`src/rtl/cond_logic_if.sv`:
```
// Execute-stage condition bundle: instruction requests in, gated writes and flags out.
interface cond_logic_if;
    logic       Valid;
    logic [3:0] Cond;
    logic [3:0] ALUFlags;
    logic [1:0] FlagW;
    logic       PCS;
    logic       RegW;
    logic       MemW;
    logic       NoWrite;
    logic       CondEx;
    logic       PCSrc;
    logic       RegWrite;
    logic       MemWrite;
    logic [3:0] Flags;

    modport master (
        output Valid, Cond, ALUFlags, FlagW, PCS, RegW, MemW, NoWrite,
        input  CondEx, PCSrc, RegWrite, MemWrite, Flags
    );

    modport slave (
        input  Valid, Cond, ALUFlags, FlagW, PCS, RegW, MemW, NoWrite,
        output CondEx, PCSrc, RegWrite, MemWrite, Flags
    );
endinterface

```
`src/rtl/cond_logic.sv`:
```
// ARM condition unit: holds NZCV, evaluates the condition field against it,
// and gates register/memory/PC writes so failed instructions retire as no-ops.
module cond_logic (
    input  logic         clk,
    input  logic         reset,
    cond_logic_if.slave  bus
);

    logic [3:0] flags_q;
    logic [3:0] flags_d;
    logic       cond_pass;
    logic       cond_ex;
    logic       n_f, z_f, c_f, v_f;

    assign {n_f, z_f, c_f, v_f} = flags_q;

    // Evaluated on registered flags only; 1111 behaves as AL.
    always_comb begin
        cond_pass = 1'b1;
        case (bus.Cond)
            4'b0000: cond_pass = z_f;
            4'b0001: cond_pass = ~z_f;
            4'b0010: cond_pass = c_f;
            4'b0011: cond_pass = ~c_f;
            4'b0100: cond_pass = n_f;
            4'b0101: cond_pass = ~n_f;
            4'b0110: cond_pass = v_f;
            4'b0111: cond_pass = ~v_f;
            4'b1000: cond_pass = c_f & ~z_f;
            4'b1001: cond_pass = ~c_f | z_f;
            4'b1010: cond_pass = (n_f == v_f);
            4'b1011: cond_pass = (n_f != v_f);
            4'b1100: cond_pass = ~z_f & (n_f == v_f);
            4'b1101: cond_pass = z_f | (n_f != v_f);
            default: cond_pass = 1'b1;
        endcase
    end

    // Valid gates last so an unknown Cond during a bubble cannot leak out.
    assign cond_ex = bus.Valid & cond_pass;

    assign bus.CondEx   = cond_ex;
    assign bus.PCSrc    = bus.PCS & cond_ex;
    assign bus.RegWrite = bus.RegW & cond_ex & ~bus.NoWrite;
    assign bus.MemWrite = bus.MemW & cond_ex;
    assign bus.Flags    = flags_q;

    always_comb begin
        flags_d = flags_q;
        if (bus.FlagW[1] && cond_ex) begin
            flags_d[3:2] = bus.ALUFlags[3:2];
        end
        if (bus.FlagW[0] && cond_ex) begin
            flags_d[1:0] = bus.ALUFlags[1:0];
        end
    end

    always_ff @(posedge clk or posedge reset) begin
        if (reset) begin
            flags_q <= 4'b0000;
        end else begin
            flags_q <= flags_d;
        end
    end

endmodule

```
`src/flat_wrapper.sv`:
```
// flat-port wrapper written by rule: the top's interface ports become plain ports
module cond_logic_flat 
  (clk, reset, bus_Valid, bus_Cond, bus_ALUFlags, bus_FlagW, bus_PCS, bus_RegW, bus_MemW, bus_NoWrite, bus_CondEx, bus_PCSrc, bus_RegWrite, bus_MemWrite, bus_Flags);
  cond_logic_if bus_i ();
  input  logic clk;
  input  logic reset;
  input wire logic [$bits(bus_i.Valid)-1:0] bus_Valid;
  input wire logic [$bits(bus_i.Cond)-1:0] bus_Cond;
  input wire logic [$bits(bus_i.ALUFlags)-1:0] bus_ALUFlags;
  input wire logic [$bits(bus_i.FlagW)-1:0] bus_FlagW;
  input wire logic [$bits(bus_i.PCS)-1:0] bus_PCS;
  input wire logic [$bits(bus_i.RegW)-1:0] bus_RegW;
  input wire logic [$bits(bus_i.MemW)-1:0] bus_MemW;
  input wire logic [$bits(bus_i.NoWrite)-1:0] bus_NoWrite;
  output wire logic [$bits(bus_i.CondEx)-1:0] bus_CondEx;
  output wire logic [$bits(bus_i.PCSrc)-1:0] bus_PCSrc;
  output wire logic [$bits(bus_i.RegWrite)-1:0] bus_RegWrite;
  output wire logic [$bits(bus_i.MemWrite)-1:0] bus_MemWrite;
  output wire logic [$bits(bus_i.Flags)-1:0] bus_Flags;
  assign bus_i.Valid = bus_Valid;
  assign bus_i.Cond = bus_Cond;
  assign bus_i.ALUFlags = bus_ALUFlags;
  assign bus_i.FlagW = bus_FlagW;
  assign bus_i.PCS = bus_PCS;
  assign bus_i.RegW = bus_RegW;
  assign bus_i.MemW = bus_MemW;
  assign bus_i.NoWrite = bus_NoWrite;
  assign bus_CondEx = bus_i.CondEx;
  assign bus_PCSrc = bus_i.PCSrc;
  assign bus_RegWrite = bus_i.RegWrite;
  assign bus_MemWrite = bus_i.MemWrite;
  assign bus_Flags = bus_i.Flags;
  cond_logic u_core (.clk(clk), .reset(reset), .bus(bus_i));
endmodule
```
`config.mk`:
```
export PLATFORM = sky130hd
export DESIGN_NAME = cond_logic_flat
export DESIGN_NICKNAME = d
export VERILOG_FILES = /design/src/rtl/cond_logic_if.sv /design/src/rtl/cond_logic.sv /design/src/flat_wrapper.sv
export SDC_FILE = /design/constraint.sdc
export NUM_CORES = 1
export LEC_CHECK = 0
export ABC_AREA = 1
export BUFFER_PORTS_ARGS = -buffer_cell sky130_fd_sc_hd__buf_2
export CAP_MARGIN = 15
export CORE_AREA = 2 2 39 41
export DETAILED_ROUTE_END_ITERATION = 10
export DIE_AREA = 0 0 41 43
export MAX_ROUTING_LAYER = met4
export PLACE_DENSITY = 0.73
export SKIP_CTS_REPAIR_TIMING = 1
export SLEW_MARGIN = 0
export SYNTH_ARGS = -nofsm -noshare
export SYNTH_HDL_FRONTEND = slang
export SYNTH_SLANG_ARGS = --single-unit
```
`constraint.sdc`:
```
create_clock -name clk -period 2.4 [get_ports clk]
set_clock_uncertainty 0.05 [all_clocks]
set_input_delay 0.48 -clock clk [delete_from_list [all_inputs] [get_ports clk]]
set_output_delay 0.48 -clock clk [all_outputs]
set_load 0.02 [all_outputs]
```
==> impl_metrics.yaml, run 1 <==
finish:
  largest_register_ffs: 4
  synthToLayoutAreaGrowth_pct: 32.6
  fillers: 145
  multi_input_area_um2: 298
  fin_util: 0.445
  diodes: 0
  layout-drive-gt1-share: 0.368
  regArea_um2: 100
  layout.nets: 125
global_routing:
  grt_pass1_vias: 458
  track_usage: 0.138
  antenna_found_initial: 0
  grt_max_degree: 9
  grt_pass1_wl_um: 1600
  grt_overflow: 0
setup_path:
  cp_max_fo: 7
  ff2ff_setup_slack_ps: 1020
  cp-start-kind: "register"
  worstReg2RegEnd: "u_core.bus.Flags[3]"
  worstSetupPathType: "reg -> out"
  reg2reg_from: "u_core.bus.Flags[3]"
  end_kind: "output pin"
  required_ps: 1870
  cp.arrival_ps: 1610
  worst_r2r_path_depth: 9
  worstSetupEndpoint: "bus_RegWrite"
  crit_path_start: "u_core.bus.Flags[3]"
placed_design:
  gp_congestion: 0.720
  pre_cts_slack_ps: 315
  io_buffers: 24
  hpwl_um: 923
synthesis:
  yosysWarnings: 0
  syn_inst: 80
  synth.net_count: 97
  ys_ff_latch: 4
  synth_area_leaders: "nand2_1 23%, dfrtp_1 22%, inv_1 8.9%"
  yosysSeqAreaShare: 0.216
  synth_top_area_cell: "nand2_1"
  yosysMostFrequentCell: "nand2_1"
  synth_common_cells: "29 x nand2_1, 11 x inv_1, 8 x nand3_1"
  ys_types: 16
  syn_avg_cell_area_um2: 5.80
  synth_top_area_frac: 0.235
  async_flop_share: 1.00
  synth_edf_count: 0
  synth_flop_cell: "dfrtp_1"
  synth_area_um2: 464
clock_tree:
  cts_root_buffer: "clkbuf_4"
  cts_made_buffers: 3
  cts.reportedPaths.clkPinSlew_ps: 30
  clock-sinks: 4
  clockBufferDepth: 2
  insertion_delay_ps: 230
  htree_levels: 1
  cts_tree: "done"
floorplan:
  rows: 14
  die_w_um: 41
  die-area_um2: 1760
  start_util: 0.335
  ios: 25
  die_h_um: 43
  fp.coreArea_um2: 1380
sta:
  fmax_mhz: 467
  finalCriticalPeriod_ps: 2140
  relSlewSlack: 0.868
  slew_viol_final: 0
  rsz0062_at_grt: "false"
  finalSetupTns_ps: 0
  finalHoldViolations: 0
  setup_viol: 0
  fin_crit_sh: 0.893
  timing.final.ws_setup_ps: 258
  tightest_slew_ps: 199
pwr:
  ir_worst_vdd_uv: 334
  intPower_w: 0.000242
  p_switching_w: 0.000232
  share_seq_of_total_power: 0.284
  p_per_area_nw_per_um2: 770
  clkPwrFrac: 0.168
  p_sw_frac: 0.490
  pwr-share-comb: 0.547
  p_leak_nw: 0.378
routing:
  wl_per_cell_um: 8.77
  drcViolationCount: 0
  dr_total_vias: 583
  routed_wl_um: 1070
  ant_nets: 0
  first_iter_violations: 7
  drt-pass1-iter-count: 4
  viasPerCell: 4.78
min_path:
  min_path_type: "in -> async"
flow_run:
  maxCapViolCount: 0
outcome:
  outcome: "finished clean"
metal layers:
metal | track usage | share of wire | up-vias
met5 | - | 0 | -
met4 | 0.100 | 0.014 | 0
met3 | 0.0157 | 0.088 | 2
met2 | 0.228 | 0.48 | 31
met1 | 0.140 | 0.41 | 248
li1 | - | - | 302
layout make-up:
| class | count | share of cell area |
|---|---|---|
| multi-input combinational | 61 | 0.484 |
| timing repair buffer | 24 | 0.195 |
| sequential | 4 | 0.163 |
| inverter | 14 | 0.0894 |
| clock buffer | 3 | 0.0366 |
| tap | 16 | 0.0325 |
stage by stage:
| step | power [W] | cells | hold slack (ps) | area [um2] |
|---|---|---|---|---|
| finish | 0.000474 | 122 | 74.9 | 616 |
| global route | 0.000518 | 122 | 80.2 | 616 |
| CTS | 0.000481 | 122 | 73.4 | 616 |
| detailed placement | 0.000397 | 119 | 319 | 593 |
| global placement | 0.000391 | 119 | 313 | 593 |
| floorplan | 0.000312 | 80 | 196 | 464 |
cell families after synthesis:
family,after synthesis,share of synthesized area
compound gates,3,0.0323
buf+inv,15,0.143
simple gates,58,0.609
flops,4,0.216
worst min-delay path by stage:
stage | from | to | depth (start not counted) | slack, ps
floorplan | reset | u_core.bus.Flags[0] | 1 | 200
global placement | reset | u_core.bus.Flags[0] | 2 | 310
detailed placement | reset | u_core.bus.Flags[0] | 2 | 320
CTS | reset | u_core.bus.Flags[2] | 2 | 70
global route | reset | u_core.bus.Flags[2] | 2 | 80
finish | reset | u_core.bus.Flags[2] | 2 | 70
worst max-delay path: stages, from the launching register on:
cell and delay [ps]:
dfrtp_1 430, inv_1 110, nand2_2 80, nand3_2 80
a21oi_1 160, nor2_2 70, nand2_4 100, nand2_2 90
nor3_2 100, buf_2 180
power groups by stage:
stage / Sequential (W) / Clock (W) / Combinational [W]
2_1_floorplan: 0.000158 / 0 / 0.000154
3_3_place_gp: 0.000135 / 0 / 0.000256
3_5_place_dp: 0.000136 / 0 / 0.000261
4_1_cts: 0.000136 / 0.0000830 / 0.000262
5_1_grt: 0.000142 / 0.0000859 / 0.000290
6_report: 0.000135 / 0.0000797 / 0.000259
cell usage in the layout, fill, tap and decap left out, types with 2 or more instances in the layout:
cell	instances
nor2_2	3
nand3_2	3
clkbuf_4	3
dfrtp_1	4
buf_2	24
nand2_1	29
nand4_1	4
inv_1	11
a21oi_1	3
nand3_1	8
nor2_1	7
nand2_2	2
Power figures use the tool's default switching activity.
==> run 2: changes to the inputs <==
--- a/config.mk
+++ b/config.mk
@@ -13,6 +13,7 @@
 export DIE_AREA = 0 0 41 43
 export MAX_ROUTING_LAYER = met4
 export PLACE_DENSITY = 0.73
+export REMOVE_ABC_BUFFERS = 1
 export SKIP_CTS_REPAIR_TIMING = 1
 export SLEW_MARGIN = 0
 export SYNTH_ARGS = -nofsm -noshare
==> run 2 against run 1 <==
Compared with the run above: first-iteration DRC count rose by 100%; combinational power barely moved; non-clock buffer count did not move; setup slack got worse by 14 ps; sequential power barely moved; flip-flop and latch count did not move; wire length rose by 1.2%; core utilization did not move; via count fell by 1.2%; critical path depth did not move; critical endpoint unchanged; largest cell class unchanged.
==> impl_metrics.yaml, run 2 (same netlist as run 1, synthesis figures left out) <==
outcome:
  outcome: "finished clean"
floorplan:
  ios: 25
  die-area_um2: 1760
  rows: 14
  die_h_um: 43
  fp.coreArea_um2: 1380
  die_w_um: 41
  start_util: 0.335
routing:
  first_iter_violations: 14
  drcViolationCount: 0
  routed_wl_um: 1080
  ant_nets: 0
  dr_total_vias: 576
  viasPerCell: 4.72
  drt-pass1-iter-count: 4
  wl_per_cell_um: 8.88
sta:
  finalHoldViolations: 0
  setup_viol: 0
  slew_viol_final: 0
  tightest_slew_ps: 195
  relSlewSlack: 0.870
  finalCriticalPeriod_ps: 2160
  finalSetupTns_ps: 0
  fmax_mhz: 464
  fin_crit_sh: 0.898
  rsz0062_at_grt: "false"
placed_design:
  hpwl_um: 944
  placedInstanceArea_um2: 593
  gp_congestion: 0.722
  io_buffers: 24
setup_path:
  worstSetupPathType: "reg -> out"
  path_cells: "inv_1, nand2_2, nand3_2, a21oi_1, nor2_2, nand2_4, nand2_2, nor3_2, buf_2"
  cp_slowest_cell: "dfrtp_1"
  cp-start-kind: "register"
  crit_family: "simple AND/OR/NAND/NOR gates"
  crit_path_start: "u_core.bus.Flags[0]"
  cp_max_fo: 7
  reg2reg_from: "u_core.bus.Flags[0]"
  max_stage_delay_ps: 430
  end_kind: "output pin"
  cp.arrival_ps: 1630
  crit_path_frequent_cell: "nand2_2"
  critPathBufInv: 2
  required_ps: 1870
global_routing:
  grt_pass1_wl_um: 1790
  grt_pass1_vias: 478
  track_usage: 0.146
  grt_max_degree: 9
  antenna_found_initial: 0
  grt_overflow: 0
clock_tree:
  clockBufferDepth: 2
  cts_root_buffer: "clkbuf_4"
  cts_tree: "done"
  clock-sinks: 4
  insertion_delay_ps: 230
  htree_levels: 1
  cts.reportedPaths.clkPinSlew_ps: 40
  cts_made_buffers: 3
pwr:
  ir_worst_vdd_uv: 430
  p_leak_nw: 0.378
  power.total_w: 0.000472
  p_per_area_nw_per_um2: 766
finish:
  final_cell_mix: "29 x nand2_1, 24 x buf_2, 11 x inv_1"
  fillers: 147
  diodes: 0
  layout.nets: 125
  largest_register_ffs: 4
  layout-drive-gt1-share: 0.368
  final_common_cell: "nand2_1"
  post-route-cell-area_um2: 616
  synthToLayoutAreaGrowth_pct: 32.6
flow_run:
  maxCapViolCount: 0
min_path:
  min_path_type: "in -> async"
==> run 2: cell counts in the layout (fill, tap and decap cells not counted) <==
No cell type changed its count.
==> run 2: worst paths after layout <==
| check | end | slack (ps) | depth (start not counted) |
|---|---|---|---|
| worst max-delay path | bus_RegWrite | 240 | 9 |
| worst min register to register | u_core.bus.Flags[1] | 510 | 2 |
| worst max register to register | u_core.bus.Flags[0] | 1000 | 9 |
| worst min-delay path | u_core.bus.Flags[3] | 70 | 2 |
| max in group asynchronous | u_core.bus.Flags[1] | 2080 | 2 |
| min in group clk | u_core.bus.Flags[1] | 460 | 3 |
==> run 2: per-stage QoR <==
stage	instances	setup WS [ps]	hold slack, ps	utilization
2_1_floorplan	79	441	196	-
3_3_place_gp	119	344	308	0.429
3_5_place_dp	119	298	320	0.429
4_1_cts	122	228	73.1	0.445
5_1_grt	122	60.5	88.9	0.445
6_report	122	244	71.9	0.445
==> run 2: power breakdown <==
group	internal (W)	leakage (nW)	switching [W]
Combinational	0.0000914	0.315	0.000165
Clock	0.0000557	0.0138	0.0000247
Sequential	0.0000945	0.0498	0.0000400
Total	0.000242	0.378	0.000230
==> run 2: worst register-to-register path: cells and delay by family (launching register included) <==
family | cells | cell delay, ps
flops | 1 | 430
buf+inv | 1 | 110
simple gates | 8 | 710
==> run 2: cell type report <==
| cell class | instances | area [um2] | share of cell area |
|---|---|---|---|
| Timing Repair Buffer | 24 | 120 | 0.195 |
| Sequential cell | 4 | 100 | 0.163 |
| Clock buffer | 3 | 22.5 | 0.0366 |
| Inverter | 14 | 55.1 | 0.0894 |
| Multi-Input combinational cell | 61 | 298 | 0.484 |
| Tap cell | 16 | 20.0 | 0.0325 |
==> run 2: per-layer routing <==
layer / track usage / part of all wire / up-vias
li1: - / - / 303
met1: 0.185 / 0.48 / 247
met2: 0.234 / 0.44 / 26
met3: 0.0314 / 0.080 / 0
met4: 0.0200 / 0 / 0
met5: - / 0 / -
